### src/rtl/uart_tx_frame.sv
// UART transmit serializer: start bit, 8 data bits LSB first, optional parity, one stop bit.
// Build option: define UART_TX_PARITY_EN to include the PARITY state and parity logic.
module uart_tx_frame #(
    parameter int unsigned DATA_WIDTH = 8
) (
    input  logic                  clk,
    input  logic                  rst_n,
    input  logic [DATA_WIDTH-1:0] P_DATA,
    input  logic                  Data_Valid,
    input  logic                  PAR_EN,
    input  logic                  PAR_TYP,
    input  logic [5:0]            Prescale,
    output logic                  TX_OUT,
    output logic                  Busy
);

    localparam int unsigned PW = 6;
    localparam int unsigned IW = $clog2(DATA_WIDTH);

    typedef enum logic [2:0] {
        IDLE   = 3'd0,
        START  = 3'd1,
        DATA   = 3'd2,
        PARITY = 3'd3,
        STOP   = 3'd4
    } state_e;

    state_e                state_q;
    logic [PW-1:0]         cnt_q;
    logic [PW-1:0]         pre_q;
    logic [IW-1:0]         idx_q;
    logic [DATA_WIDTH-1:0] data_q;
    logic                  tx_q;
    logic                  busy_q;
    logic                  bit_end;

`ifdef UART_TX_PARITY_EN
    logic par_en_q;
    logic par_typ_q;
`else
    logic unused_par;
    assign unused_par = PAR_EN ^ PAR_TYP;
`endif

    // Last cycle of the current bit, measured against the latched prescale
    assign bit_end = (cnt_q == (pre_q - PW'(1)));

    always_ff @(posedge clk) begin
        if (!rst_n) begin
            state_q   <= IDLE;
            cnt_q     <= '0;
            pre_q     <= PW'(1);
            idx_q     <= '0;
            data_q    <= '0;
            tx_q      <= 1'b1;
            busy_q    <= 1'b0;
`ifdef UART_TX_PARITY_EN
            par_en_q  <= 1'b0;
            par_typ_q <= 1'b0;
`endif
        end else begin
            case (state_q)
                IDLE: begin
                    tx_q   <= 1'b1;
                    busy_q <= 1'b0;
                    cnt_q  <= '0;
                    idx_q  <= '0;
                    if (Data_Valid) begin
                        data_q    <= P_DATA;
                        pre_q     <= (Prescale == '0) ? PW'(1) : Prescale;
`ifdef UART_TX_PARITY_EN
                        par_en_q  <= PAR_EN;
                        par_typ_q <= PAR_TYP;
`endif
                        state_q   <= START;
                        tx_q      <= 1'b0;
                        busy_q    <= 1'b1;
                    end
                end

                START: begin
                    if (bit_end) begin
                        cnt_q   <= '0;
                        state_q <= DATA;
                        tx_q    <= data_q[0];
                    end else begin
                        cnt_q <= cnt_q + PW'(1);
                    end
                end

                DATA: begin
                    if (bit_end) begin
                        cnt_q <= '0;
                        if (idx_q == IW'(DATA_WIDTH - 1)) begin
`ifdef UART_TX_PARITY_EN
                            if (par_en_q) begin
                                state_q <= PARITY;
                                tx_q    <= (^data_q) ^ par_typ_q;
                            end else begin
                                state_q <= STOP;
                                tx_q    <= 1'b1;
                            end
`else
                            state_q <= STOP;
                            tx_q    <= 1'b1;
`endif
                        end else begin
                            idx_q <= idx_q + IW'(1);
                            tx_q  <= data_q[idx_q + IW'(1)];
                        end
                    end else begin
                        cnt_q <= cnt_q + PW'(1);
                    end
                end

`ifdef UART_TX_PARITY_EN
                PARITY: begin
                    if (bit_end) begin
                        cnt_q   <= '0;
                        state_q <= STOP;
                        tx_q    <= 1'b1;
                    end else begin
                        cnt_q <= cnt_q + PW'(1);
                    end
                end
`endif

                STOP: begin
                    if (bit_end) begin
                        cnt_q   <= '0;
                        state_q <= IDLE;
                        busy_q  <= 1'b0;
                        tx_q    <= 1'b1;
                    end else begin
                        cnt_q <= cnt_q + PW'(1);
                    end
                end

                default: begin
                    state_q <= IDLE;
                    cnt_q   <= '0;
                    tx_q    <= 1'b1;
                    busy_q  <= 1'b0;
                end
            endcase
        end
    end

    assign TX_OUT = tx_q;
    assign Busy   = busy_q;

endmodule

### config.mk
export PLATFORM = sky130hd
export DESIGN_NAME = uart_tx_frame
export DESIGN_NICKNAME = d
export VERILOG_FILES = /design/src/rtl/uart_tx_frame.sv
export SDC_FILE = /design/constraint.sdc
export NUM_CORES = 1
export LEC_CHECK = 0
export CORE_MARGIN = 4
export CORE_UTILIZATION = 45
export CTS_CLUSTER_SIZE = 16
export DETAILED_ROUTE_END_ITERATION = 6
export HOLD_SLACK_MARGIN = 0.12
export PLACE_DENSITY = 0.68
export SYNTH_ARGS = -nofsm -noshare
export SYNTH_HDL_FRONTEND = slang
export SYNTH_SLANG_ARGS = --single-unit
### constraint.sdc
create_clock -name clk -period 5.2 [get_ports clk]
set_input_delay 0.78 -clock clk [delete_from_list [all_inputs] [get_ports clk]]
set_output_delay 0.78 -clock clk [all_outputs]
set_load 0.03 [all_outputs]
==> Word-level counts from Yosys, hierarchy flattened <==
Index checks and enable logic that the tools add are counted.
{ "word_totals": {"ff_bits": 28, "latch_bits": 0, "ram_bits": 0, "mem_bits_ro": 0, "in_bits": 19, "output_inout_bits": 2, "word_cells": 57, "n_memories": 0} }
{ "op_classes": {"n_addsub": 3, "multipliers": 0, "n_div": 0, "magnitude_cmp": 1, "eq_ne": 11, "shift": 0, "n_mux": 21, "bitwise_logic": 3, "reduce_logical": 11} }
{ "ops": {"columns": ["operator", "count"], "rows": [
  ["3-bit two-way mux", 7],
  ["2-bit inequality test, second input constant", 6],
  ["3-bit one-hot mux with 4 select lines", 1],
  ["1-bit two-way mux", 8],
  ["6-bit by 1-bit adder with 6-bit output, second input constant", 1],
  ["3-bit == test, second input constant", 2],
  ["6-bit == test", 1],
  ["6-bit zero test", 1],
  ["6-bit two-way mux", 1],
  ["3-bit one-hot mux with 2 select lines", 1],
  ["3-bit AND reduction", 2],
  ["3-bit OR reduction", 2],
  ["6-bit by 1-bit subtractor with 6-bit output, second input constant", 1],
  ["5-bit AND reduction", 1],
  ["3-bit by 4-bit < comparator with 1-bit output, second input constant", 1],
  ["1-bit one-hot mux with 4 select lines", 1],
  ["2-bit AND reduction", 2],
  ["3-bit by 1-bit adder with 3-bit output, second input constant", 1],
  ["1-bit binary-select mux with 3-bit select", 1],
  ["3-bit by 1-bit == test with 1-bit output, second input constant", 1],
  ["3-bit by 2-bit == test with 1-bit output, second input constant", 1],
  ["3-bit zero test", 1],
  ["1-bit NOT", 3],
  ["1-bit one-hot mux with 3 select lines", 1],
  ["2 further kinds", 2]
]} }

==> Depth between registers and ports, before layout <==
Gate-level depths: netlist of run 1.
{ "depth": {"word_depth": 6, "mapped_depth": 8, "mapped_depth_nobuf": 8} }

==> Worst setup path after synthesis of run 1 <==
No wires, ideal clock.
{ "synth_timing": {"path_type": "reg2reg", "start": "register pre_q[0]", "end": "register busy_q, in the netlist Busy", "setup_time_ns": 0.117, "t_arrival_ns": 1.812, "required_ns": 5.083, "path_slack_ns": 3.271, "stages_incl_launch_ff": 9, "n_path_buf": 0, "synth_period_minus_slack_ns": 1.929, "cell_sequence": "dfxtp_1 inv_1 ha_1 o21ba_1 a221oi_2 a41oi_2 nor3_4 nor2_2 a32o_1"} }
{ "synth_between": {"elab_chain_cells": 4} }
{ "synth_lines": {"columns": ["item", "line", "rtl"], "rows": [
  ["from (decl)", "30", "logic [PW-1:0] pre_q;"],
  ["from (signal assigned)", "70", "pre_q <= (Prescale == '0) ? PW'(1) : Prescale;"],
  ["6-bit by 1-bit subtractor with 6-bit output", "46", "assign bit_end = (cnt_q == (pre_q - PW'(1)));"],
  ["6-bit == test", "46", null],
  ["2-bit inequality test (no line)", null, null],
  ["2-bit AND reduction (no line)", null, null],
  ["to (signal assigned)", "56", "busy_q <= 1'b0;"],
  ["to (signal assigned)", "65", "busy_q <= 1'b0;"],
  ["to (signal assigned)", "77", "busy_q <= 1'b1;"],
  ["to (decl)", "34", "logic busy_q;"]
]} }
No other way between the ends.
A chain may end at the register's enable or synchronous reset.

==> qor.yml, run 1 <==
drt-vias-per-instance: 5.09
comb_power_share_pct: 21.1
p_sw_share_pct: 28.2
routabilityCongestion: 0.745
start_util_pct: 47.1
grt_pass1_wl_microns: 4830
postCtsHoldBufs: 0
num-fill-cells: 311
routed_wl_microns: 2670
die_w_microns: 64.5
drt_iter0_markers: 50
met2_length_microns: 1390
grt_overflow_total: 0
total_power_w: 0.000438
yosysMostFrequentCell: "nand2_1"
ys_types: 39
tightest_slew_ns: 0.676
detail-route-antenna-nets: 0
power.leakage_nw: 0.642
nets: 203
routedWlPerCell_microns: 12.0
routed.top_layer: "met4"
cts_root_buffer: "clkbuf_4"
met1_length_microns: 1170
yosys.area_share.adder_pct: 3.48
p_seq_share_pct: 55.0
synth-simple-area-share_pct: 24.6
synth_xor_area_share_pct: 7.91
muxShareOfSynthArea_pct: 4.35
synth-seq-cells: 28
powerDensity_nw_per_um2: 262
hold_violations: 0
vias: 1135
syn_area_sq_um: 1440
synth_nets: 188
setup_violations: 0
cp_data_arrival_time_ns: 2.51
clock_path_buffers: 2
synth_edf_count: 0
ir_drop_mv: 0.117
setup_ws_ns: 2.98
fin_tns_setup_ns: 0
intPower_w: 0.000314
endpoint_kind: "flop"
dpl.hpwl_microns: 2050
pre_cts_ws_ns: 2.62
worst_skew_pair.late_latency_ns: 0.33
fp-row-count: 20
antenna_found_initial: 0
synth_common_cells: "nand2_1 (38), dfxtp_1 (28), a21boi_0 (13)"
synthToLayoutAreaGrowth_pct: 16.2
ys_seq_area_share_pct: 39.0
hold_class: "flop to flop"
grt_usage_pct: 14.5
seq_area_sq_um: 561
multi_input_area_sq_um: 832
required_ns: 5.49
dominantRegCellSynth: "dfxtp_1"
drt_first_pass_iters: 4
drc: 0
synth_area_leaders: "dfxtp_1 (39%), nand2_1 (9.9%), a21boi_0 (6.8%)"
timing.setup.critical_path_class: "input pin to flop"
layout-drive-gt1-share_pct: 6.70
max_freq_mhz: 450
die-area_sq_um: 4170
power_frac_clock_pct: 23.9
grt_pass1_vias: 1149
die_y_microns: 64.5
status: "complete, no violations"
ys_warn_count: 0
yosysTopAreaCell: "dfxtp_1"
htreeDepth: 1
grt_max_degree: 25
maxCapViolCount: 0
synth_compound_area_share_pct: 17.5
postCtsSetupBuffers: 0
ctsResizeCount: 0
diodes: 0
syn_avg_cell_area_sq_um: 8.72
maxSlewViolCount: 0
p_sw_w: 0.000123
finalCritPeriodShare_pct: 42.8
clk_pin_slew_worst_paths_ns: 0.14
fin_worst_skew_ns: 0.00391
start_kind: "input pin"
synth_top_family_by_area: "simple AND/OR/NAND/NOR gates"
cts.sinks: 28
dr_wl_met3_microns: 57
ios: 21
async_flop_share_pct: 0
crit_path_max_fanout: 24
relSlewSlack_pct: 54.8
cts_tree: "built"
io_buffer_count: 18
core_area_sq_um: 3050
syn_inst: 165
rsz0062_at_grt: "false"
fin_crit_ns: 2.22
synth_top_area_share_pct: 39.0
numCtsBuffers: 3
-- critical path, stage by stage --
cell,delay [ns]
clkdlybuf4s50_1,0.90
nand2_1,0.18
nor3_1,0.27
and3b_1,0.24
a22o_1,0.13
-- routing by layer --
layer / up-vias / global-route usage, %
met4: 0 / 6.07
met3: 5 / 2.77
met2: 9 / 27.2
li1: 595 / -
met5: - / 0
met1: 526 / 15.7
-- state kept, by name, summed over array words and instances, names as in the netlist --
signal / count
data_q: 8
cnt_q: 6
state_q: 3
pre_q: 6
Busy: 1
TX_OUT: 1
idx_q: 3
-- placed cells by master (no fill, tap or decap), types with 4 or more instances in the layout --
cell              n
nand2_1          38
ha_1              4
nand3_1           4
clkdlybuf4s50_1  18
mux2i_1           4
nor2_1           11
nor3_1            4
xor2_1            8
dfxtp_1          28
nor2b_1           5
a21boi_0         13
xnor2_1           5
-- path summary, 6_finish.rpt --
check	startpoint	endpoint	slack (ns)	depth (start not counted)
max	rst_n	idx_q[2]	2.98	5
min	data_q[2]	data_q[2]	0.48	2
max reg2reg	pre_q[0]	Busy	3.06	8
min reg2reg	data_q[2]	data_q[2]	0.48	2
-- power groups by stage --
stage	sequential [W]	clock, W	combinational, W
CTS	0.000241	0.000109	0.0000939
floorplan	0.000244	0	0.0000647
global placement	0.000245	0	0.0000902
finish	0.000241	0.000105	0.0000922
detailed placement	0.000245	0	0.0000938
global route	0.000244	0.000120	0.000103
-- through the flow --
| stage | instances | utilization [%] | cell area [sq um] | hold WS (ns) |
|---|---|---|---|---|
| after global placement | 219 | 53.6 | 1640 | 0.454 |
| after CTS | 223 | 54.8 | 1670 | 0.480 |
| final | 223 | 54.8 | 1670 | 0.476 |
| after global routing | 223 | 54.8 | 1670 | 0.505 |
| after detailed placement | 219 | 53.6 | 1640 | 0.461 |
| after floorplan | 165 | - | 1440 | 0.440 |
-- kinds of logic after synthesis --
group                      Yosys count
DFF                                 28
muxes                                5
buffers and inverters               10
adders and majority gates            4
and+or+nand+nor                     73
xor gates and xnor gates            13
AOI/OAI and AO/OA                   32
-- layout make-up --
cell class                 instances  share of cell area (%)
clock buffer                       4                    2.17
inverter                           2                   0.449
multi-input combinational        127                    49.8
sequential                        28                    33.5
tap                               44                    3.29
timing repair buffer              18                    10.8
No activity file was read; power rests on OpenSTA's default activity.
==> run 2: changes to the inputs <==
- clock period: 5.2 -> 2.17 ns (I/O delays scaled with it)
==> run 2 against run 1 <==
  * Clock skew grew 0.00078 ns
  * Die area is the same
  * Hold slack gained 0.0022 ns
  * Final area grew 4.0%
  * Count of clock-buffer cells in the layout shrank 1
  * Register-to-register slack lost 2.9 ns
  * Clock power grew to 3.2 times the previous value
  * Sequential share of layout area shrank 1.2 points
  * Largest power group unchanged
==> qor.yml, run 2 (synthesis gave the netlist of run 1 again) <==
grt_overflow_total: 0  # unchanged
worst_skew_pair.late_latency_ns: 0.32  # was 0.33 ns
setup_violations: 0  # unchanged
hold_class: "flop to flop"  # unchanged
placed_cell_area_sq_um: 1660  # was 1640 sq um
largestRegisters: "data_q (8), cnt_q (6), pre_q (6)"  # unchanged
cp_data_arrival_time_ns: 2.31  # was 2.51 ns
intPower_w: 0.000866  # was 0.000314 W
antenna_found_initial: 0  # unchanged
drt_iter0_markers: 21  # was 50
grt_pass1_wl_microns: 4850  # was 4830 microns
dr_wl_met3_microns: 80  # was 57 microns
final_common_cell: "nand2_1"  # unchanged
fp-row-count: 20  # unchanged
final_area_sq_um: 1740  # was 1670 sq um
cts.sinks: 28  # unchanged
p_sw_w: 0.000307  # was 0.000123 W
die_w_microns: 64.5  # unchanged
die-area_sq_um: 4170  # unchanged
power.leakage_nw: 0.670  # was 0.642 nW
met1_length_microns: 1140  # was 1170 microns
status: "complete, no violations"  # unchanged
routabilityCongestion: 0.740  # was 0.745
synthToLayoutAreaGrowth_pct: 20.9  # was 16.2%
largest_reg_flops: 8  # unchanged
vias: 1166  # was 1135
nets: 207  # was 203
comb_power_share_pct: 21.9  # was 21.1%
cts_tree: "built"  # unchanged
hold_ws_ns: 0.478  # was 0.476 ns
maxSlewViolCount: 0  # unchanged
cts_root_buffer: "clkbuf_4"  # unchanged
tightest_slew_ns: 0.428  # was 0.676 ns
endpoint_kind: "flop"  # unchanged
grt_pass1_vias: 1152  # was 1149
max_freq_mhz: 492
rsz0062_at_grt: "false"  # unchanged
fin_crit_ns: 2.03
hold_violations: 0  # unchanged
ios: 21  # unchanged
diodes: 0  # unchanged
power_frac_clock_pct: 28.8  # was 23.9%
p_seq_share_pct: 49.2  # was 55.0%
die_y_microns: 64.5  # unchanged
layout-drive-gt1-share_pct: 10.9  # was 6.70%
p_sw_share_pct: 26.2  # was 28.2%
finalCritPeriodShare_pct: 93.8
relSlewSlack_pct: 71.4  # was 54.8%
fin_tns_setup_ns: 0  # unchanged
start_kind: "flop"  # was input pin
routedWlPerCell_microns: 12.2  # was 12.0 microns
core_area_sq_um: 3050  # unchanged
met2_length_microns: 1520  # was 1390 microns
final_cell_mix: "nand2_1 (38), dfxtp_1 (26), clkdlybuf4s50_1 (18), a21boi_0 (13), nor2_1 (11)"  # was nand2_1 (38), dfxtp_1 (28), clkdlybuf4s50_1 (18), a21boi_0 (13), nor2_1 (11)
routed.top_layer: "met4"  # unchanged
required_ns: 2.44  # was 5.49 ns
slowest_delay_ns: 0.46  # was 0.90 ns
routed_wl_microns: 2760  # was 2670 microns
htreeDepth: 1  # unchanged
grt_usage_pct: 14.5  # about the same
detail-route-antenna-nets: 0  # unchanged
ir_drop_mv: 0.434  # was 0.117 mV
powerDensity_nw_per_um2: 674  # was 262 nW/um^2
timing.setup.critical_path_class: "flop to flop"  # was input pin to flop
top_register: "data_q"  # unchanged
io_buffer_count: 18  # unchanged
dpl.hpwl_microns: 2130  # was 2050 microns
fin_worst_skew_ns: 0.00470  # was 0.00391 ns
crit_slowest_cell: "or3b_1"  # was clkdlybuf4s50_1
clk_pin_slew_worst_paths_ns: 0.15  # was 0.14 ns
clock_path_buffers: 2  # unchanged
drt_first_pass_iters: 4  # unchanged
grt_max_degree: 17  # was 25
drc: 0  # unchanged
drt-vias-per-instance: 5.14  # was 5.09
num-fill-cells: 283  # was 311
crit_path_cell_trace: "inv_1 > ha_2 > xnor2_1 > a221oi_2 > a41oi_2 > nor3_4 > buf_12 > or3b_1 > nor2_1"  # was clkdlybuf4s50_1 > nand2_1 > nor3_1 > and3b_1 > a22o_1
maxCapViolCount: 0  # unchanged
start_util_pct: 47.1  # unchanged
crit_path_max_fanout: 9  # was 24
numCtsBuffers: 3  # unchanged
==> run 2: repair_timing <==
action                                  in CTS  in global routing
endpoints found under the setup margin       0                 14
hold buffers                                 0                  0
setup buffers                                0                  1
gates resized for setup                      0                  4
hold endpoints to repair                     0                  0
==> run 2: routing by layer <==
metal  vias to the layer above  track usage [%]
li1                        604                -
met1                       551             15.9
met2                         9             27.4
met3                         2             4.51
met4                         0             2.90
met5                         -                0
==> run 2: cell type report <==
cell class              instances  area (sq um)  share of cell area (%)
clock inverters                 1          30.0                    1.73
inverters                       2          7.51                   0.432
well taps                      44          55.1                    3.17
flip-flops and latches         28           563                    32.4
clock buffers                   3          22.5                    1.29
multi-input cells             127           838                    48.2
repair buffers                 22           223                    12.8
==> run 2: final timing paths <==
path / from / endpoint / slack [ns] / depth (start not counted)
hold / removal: data_q[6] / data_q[6] / 0.48 / 2
hold reg to reg: data_q[6] / data_q[6] / 0.48 / 2
setup reg to reg: pre_q[0] / cnt_q[4] / 0.14 / 9
setup / recovery: pre_q[0] / cnt_q[4] / 0.14 / 9
==> run 2: worst max-delay path, delay by kind of cell (launching register included) <==
kind / cells / cell delay [ns]
simple gates: 3 / 0.67
xor+xnor: 1 / 0.18
compound gates: 2 / 0.31
buf+inv: 2 / 0.21
fa+ha+maj: 1 / 0.21
flops: 1 / 0.39
==> run 2: power groups by stage <==
| stage | clock network, W | registers (W) | logic [W] |
|---|---|---|---|
| 2_1_floorplan | 0 | 0.000585 | 0.000155 |
| 4_1_cts | 0.000352 | 0.000577 | 0.000235 |
| 3_5_place_dp | 0 | 0.000588 | 0.000234 |
| 3_3_place_gp | 0 | 0.000587 | 0.000227 |
| 6_report | 0.000338 | 0.000578 | 0.000257 |
| 5_1_grt | 0.000368 | 0.000584 | 0.000287 |
==> run 2: stage by stage <==
step	worst slack (ns)	power [W]	util, %	std cells
2_1_floorplan	0.241	0.000741	-	165
3_3_place_gp	0.0800	0.000814	54.3	222
3_5_place_dp	0.0357	0.000823	54.3	222
4_1_cts	0.00716	0.00116	56.0	226
5_1_grt	0.0106	0.00124	57.0	227
6_report	0.136	0.00117	57.0	227
==> run 3: changes to the inputs <==
- MAX_ROUTING_LAYER: default -> met4
==> run 3 against run 2 <==
  * First-iteration DRC count is 9.5% lower
  * Via count is 0.17% lower
  * Global-route usage increased by 0.36 points
  * Sequential share of layout area about the same
  * Critical path depth stayed put
  * Worst setup slack better by 0.016 ns
  * Hold slack about the same
  * Fmax increased by 0.79%
  * Largest cell class unchanged
==> qor.yml, run 3 (synthesis gave the netlist of run 1 again) <==
start_kind: "flop"  # unchanged
top_register: "data_q"  # unchanged
die_w_microns: 64.5  # unchanged
grt_max_degree: 17  # unchanged
p_seq_share_pct: 49.2  # about the same
fp-row-count: 20  # unchanged
drt_first_pass_iters: 4  # unchanged
nets: 207  # unchanged
routed_wl_microns: 2770  # was 2760 microns
timing.setup.critical_path_class: "flop to flop"  # unchanged
whs_endpoint: "data_q[6]"  # unchanged
grt_overflow_total: 0  # unchanged
worst_skew_pair.late_latency_ns: 0.32  # about the same
r2r_start: "pre_q[0]"  # unchanged
final_area_sq_um: 1740  # about the same
hold_start: "data_q[6]"  # unchanged
intPower_w: 0.000867  # was 0.000866 W
power.leakage_nw: 0.671  # was 0.670 nW
cts_tree: "built"  # unchanged
diodes: 0  # unchanged
final_common_cell: "nand2_1"  # unchanged
relSlewSlack_pct: 71.4  # unchanged
vias: 1164  # was 1166
required_ns: 2.40  # was 2.44 ns
routed.top_layer: "met4"  # unchanged
grt_usage_pct: 14.9  # was 14.5%
maxCapViolCount: 0  # unchanged
slowest_delay_ns: 0.39  # was 0.46 ns
crit_path_cell_trace: "inv_1 > ha_2 > o21ba_1 > a221oi_2 > a41oi_2 > nor3_4 > buf_12 > o21ai_2 > a22o_1"  # was inv_1 > ha_2 > xnor2_1 > a221oi_2 > a41oi_2 > nor3_4 > buf_12 > or3b_1 > nor2_1
layout-drive-gt1-share_pct: 11.5  # was 10.9%
grt_pass1_vias: 1153  # was 1152
hold_class: "flop to flop"  # unchanged
rsz0062_at_grt: "false"  # unchanged
grt_pass1_wl_microns: 4840  # was 4850 microns
max_freq_mhz: 495  # was 492 MHz
largest_reg_flops: 8  # unchanged
antenna_found_initial: 0  # unchanged
dr_wl_met3_microns: 77  # was 80 microns
powerDensity_nw_per_um2: 675  # was 674 nW/um^2
comb_power_share_pct: 22.1  # was 21.9%
drt_iter0_markers: 19  # was 21
met1_length_microns: 1150  # was 1140 microns
hold_violations: 0  # unchanged
crit_family: "compound AO/OA/AOI/OAI gates"  # was simple AND/OR/NAND/NOR gates
p_sw_share_pct: 26.2  # about the same
placed_cell_area_sq_um: 1660  # unchanged
fin_crit_ns: 2.02  # was 2.03 ns
crit_path_max_fanout: 9  # unchanged
synthToLayoutAreaGrowth_pct: 21.0  # was 20.9%
core_area_sq_um: 3050  # unchanged
drc: 0  # unchanged
dp.cells: 222  # unchanged
die_y_microns: 64.5  # unchanged
hold_ws_ns: 0.478  # about the same
dpl.hpwl_microns: 2130  # unchanged
postCtsHoldBufs: 0  # unchanged
r2r_end: "idx_q[1]"  # was cnt_q[4]
setup_violations: 0  # unchanged
clk_pin_slew_worst_paths_ns: 0.15  # about the same
endpoint_kind: "flop"  # unchanged
cts.sinks: 28  # unchanged
fin_worst_skew_ns: 0.00509  # was 0.00470 ns
fin_tns_setup_ns: 0  # unchanged
io_buffer_count: 18  # unchanged
cp_data_arrival_time_ns: 2.25  # was 2.31 ns
routabilityCongestion: 0.749  # was 0.740
status: "complete, no violations"  # unchanged
power_frac_clock_pct: 28.8  # about the same
htreeDepth: 1  # unchanged
largestRegisters: "data_q (8), cnt_q (6), pre_q (6)"  # unchanged
met2_length_microns: 1520  # about the same
tightest_slew_ns: 0.428  # unchanged
maxSlewViolCount: 0  # unchanged
ff2ff_path_depth: 9  # unchanged
ios: 21  # unchanged
stdcell_count: 227  # unchanged
die-area_sq_um: 4170  # unchanged
ff2ff_setup_slack_ns: 0.15  # was 0.14 ns
drt-vias-per-instance: 5.13  # was 5.14
finalCritPeriodShare_pct: 93.0  # was 93.8%
p_sw_w: 0.000308  # was 0.000307 W
start_util_pct: 47.1  # unchanged
numCtsBuffers: 3  # unchanged
crit_buf_inv: 2  # unchanged
crit_slowest_cell: "dfxtp_2"  # was or3b_1
num-fill-cells: 284  # was 283
whs_path_depth: 2  # unchanged
cts_root_buffer: "clkbuf_4"  # unchanged
detail-route-antenna-nets: 0  # unchanged
routedWlPerCell_microns: 12.2  # about the same
clock_path_buffers: 2  # unchanged
ir_drop_mv: 0.433  # was 0.434 mV
final_cell_mix: "nand2_1 (38), dfxtp_1 (26), clkdlybuf4s50_1 (18), a21boi_0 (13), nor2_1 (11)"  # unchanged
## run 3: how the worst max path moves through the flow
stage	slack [ns]	from	endpoint	depth (start not counted)
2_1_floorplan	0.24	pre_q[0]	Busy	8
3_3_place_gp	0.08	pre_q[0]	Busy	8
3_5_place_dp	0.04	pre_q[0]	state_q[2]	8
4_1_cts	0.007	pre_q[0]	state_q[2]	8
5_1_grt	0.03	pre_q[0]	idx_q[1]	9
6_report	0.15	pre_q[0]	idx_q[1]	9
## run 3: repair_timing
item	CTS	global route
setup endpoints to repair	0	14
endpoints found under the hold margin	0	0
resized for setup	0	5
buffers inserted	0	1
## run 3: final cells by class
cell class | instances | area, sq um | share of cell area (%)
inverter | 2 | 7.51 | 0.431
multi-input combinational | 127 | 841 | 48.3
clock buffer | 3 | 22.5 | 1.29
clock inverter | 1 | 30.0 | 1.72
tap | 44 | 55.1 | 3.16
timing repair buffer | 22 | 223 | 12.8
sequential | 28 | 563 | 32.3
## run 3: power by group through the flow
| stage | Sequential [W] | Clock (W) | Combinational, W |
|---|---|---|---|
| after detailed placement | 0.000588 | 0 | 0.000234 |
| after global routing | 0.000584 | 0.000368 | 0.000289 |
| final | 0.000578 | 0.000338 | 0.000259 |
| after floorplan | 0.000585 | 0 | 0.000155 |
| after global placement | 0.000587 | 0 | 0.000227 |
| after CTS | 0.000577 | 0.000352 | 0.000235 |
## run 3: metal layers
layer,global-route usage (%),vias to the layer above
met1,15.9,551
met5,-,-
li1,-,602
met2,27.4,9
met4,2.90,0
met3,4.33,2
## run 3: through the flow
| stage | setup WS [ns] | utilization, % | power (W) |
|---|---|---|---|
| after floorplan | 0.241 | - | 0.000741 |
| after global placement | 0.0800 | 54.3 | 0.000814 |
| after detailed placement | 0.0357 | 54.3 | 0.000823 |
| after CTS | 0.00716 | 56.0 | 0.00116 |
| after global routing | 0.0294 | 57.0 | 0.00124 |
| final | 0.151 | 57.0 | 0.00117 |
## run 3: worst reg2reg max path, delay by kind of cell (launching register included)
family | cells | cell delay (ns)
buffers and inverters | 2 | 0.22
adders and majority gates | 1 | 0.22
AOI/OAI and AO/OA | 5 | 0.87
and+or+nand+nor | 1 | 0.23
DFF | 1 | 0.39
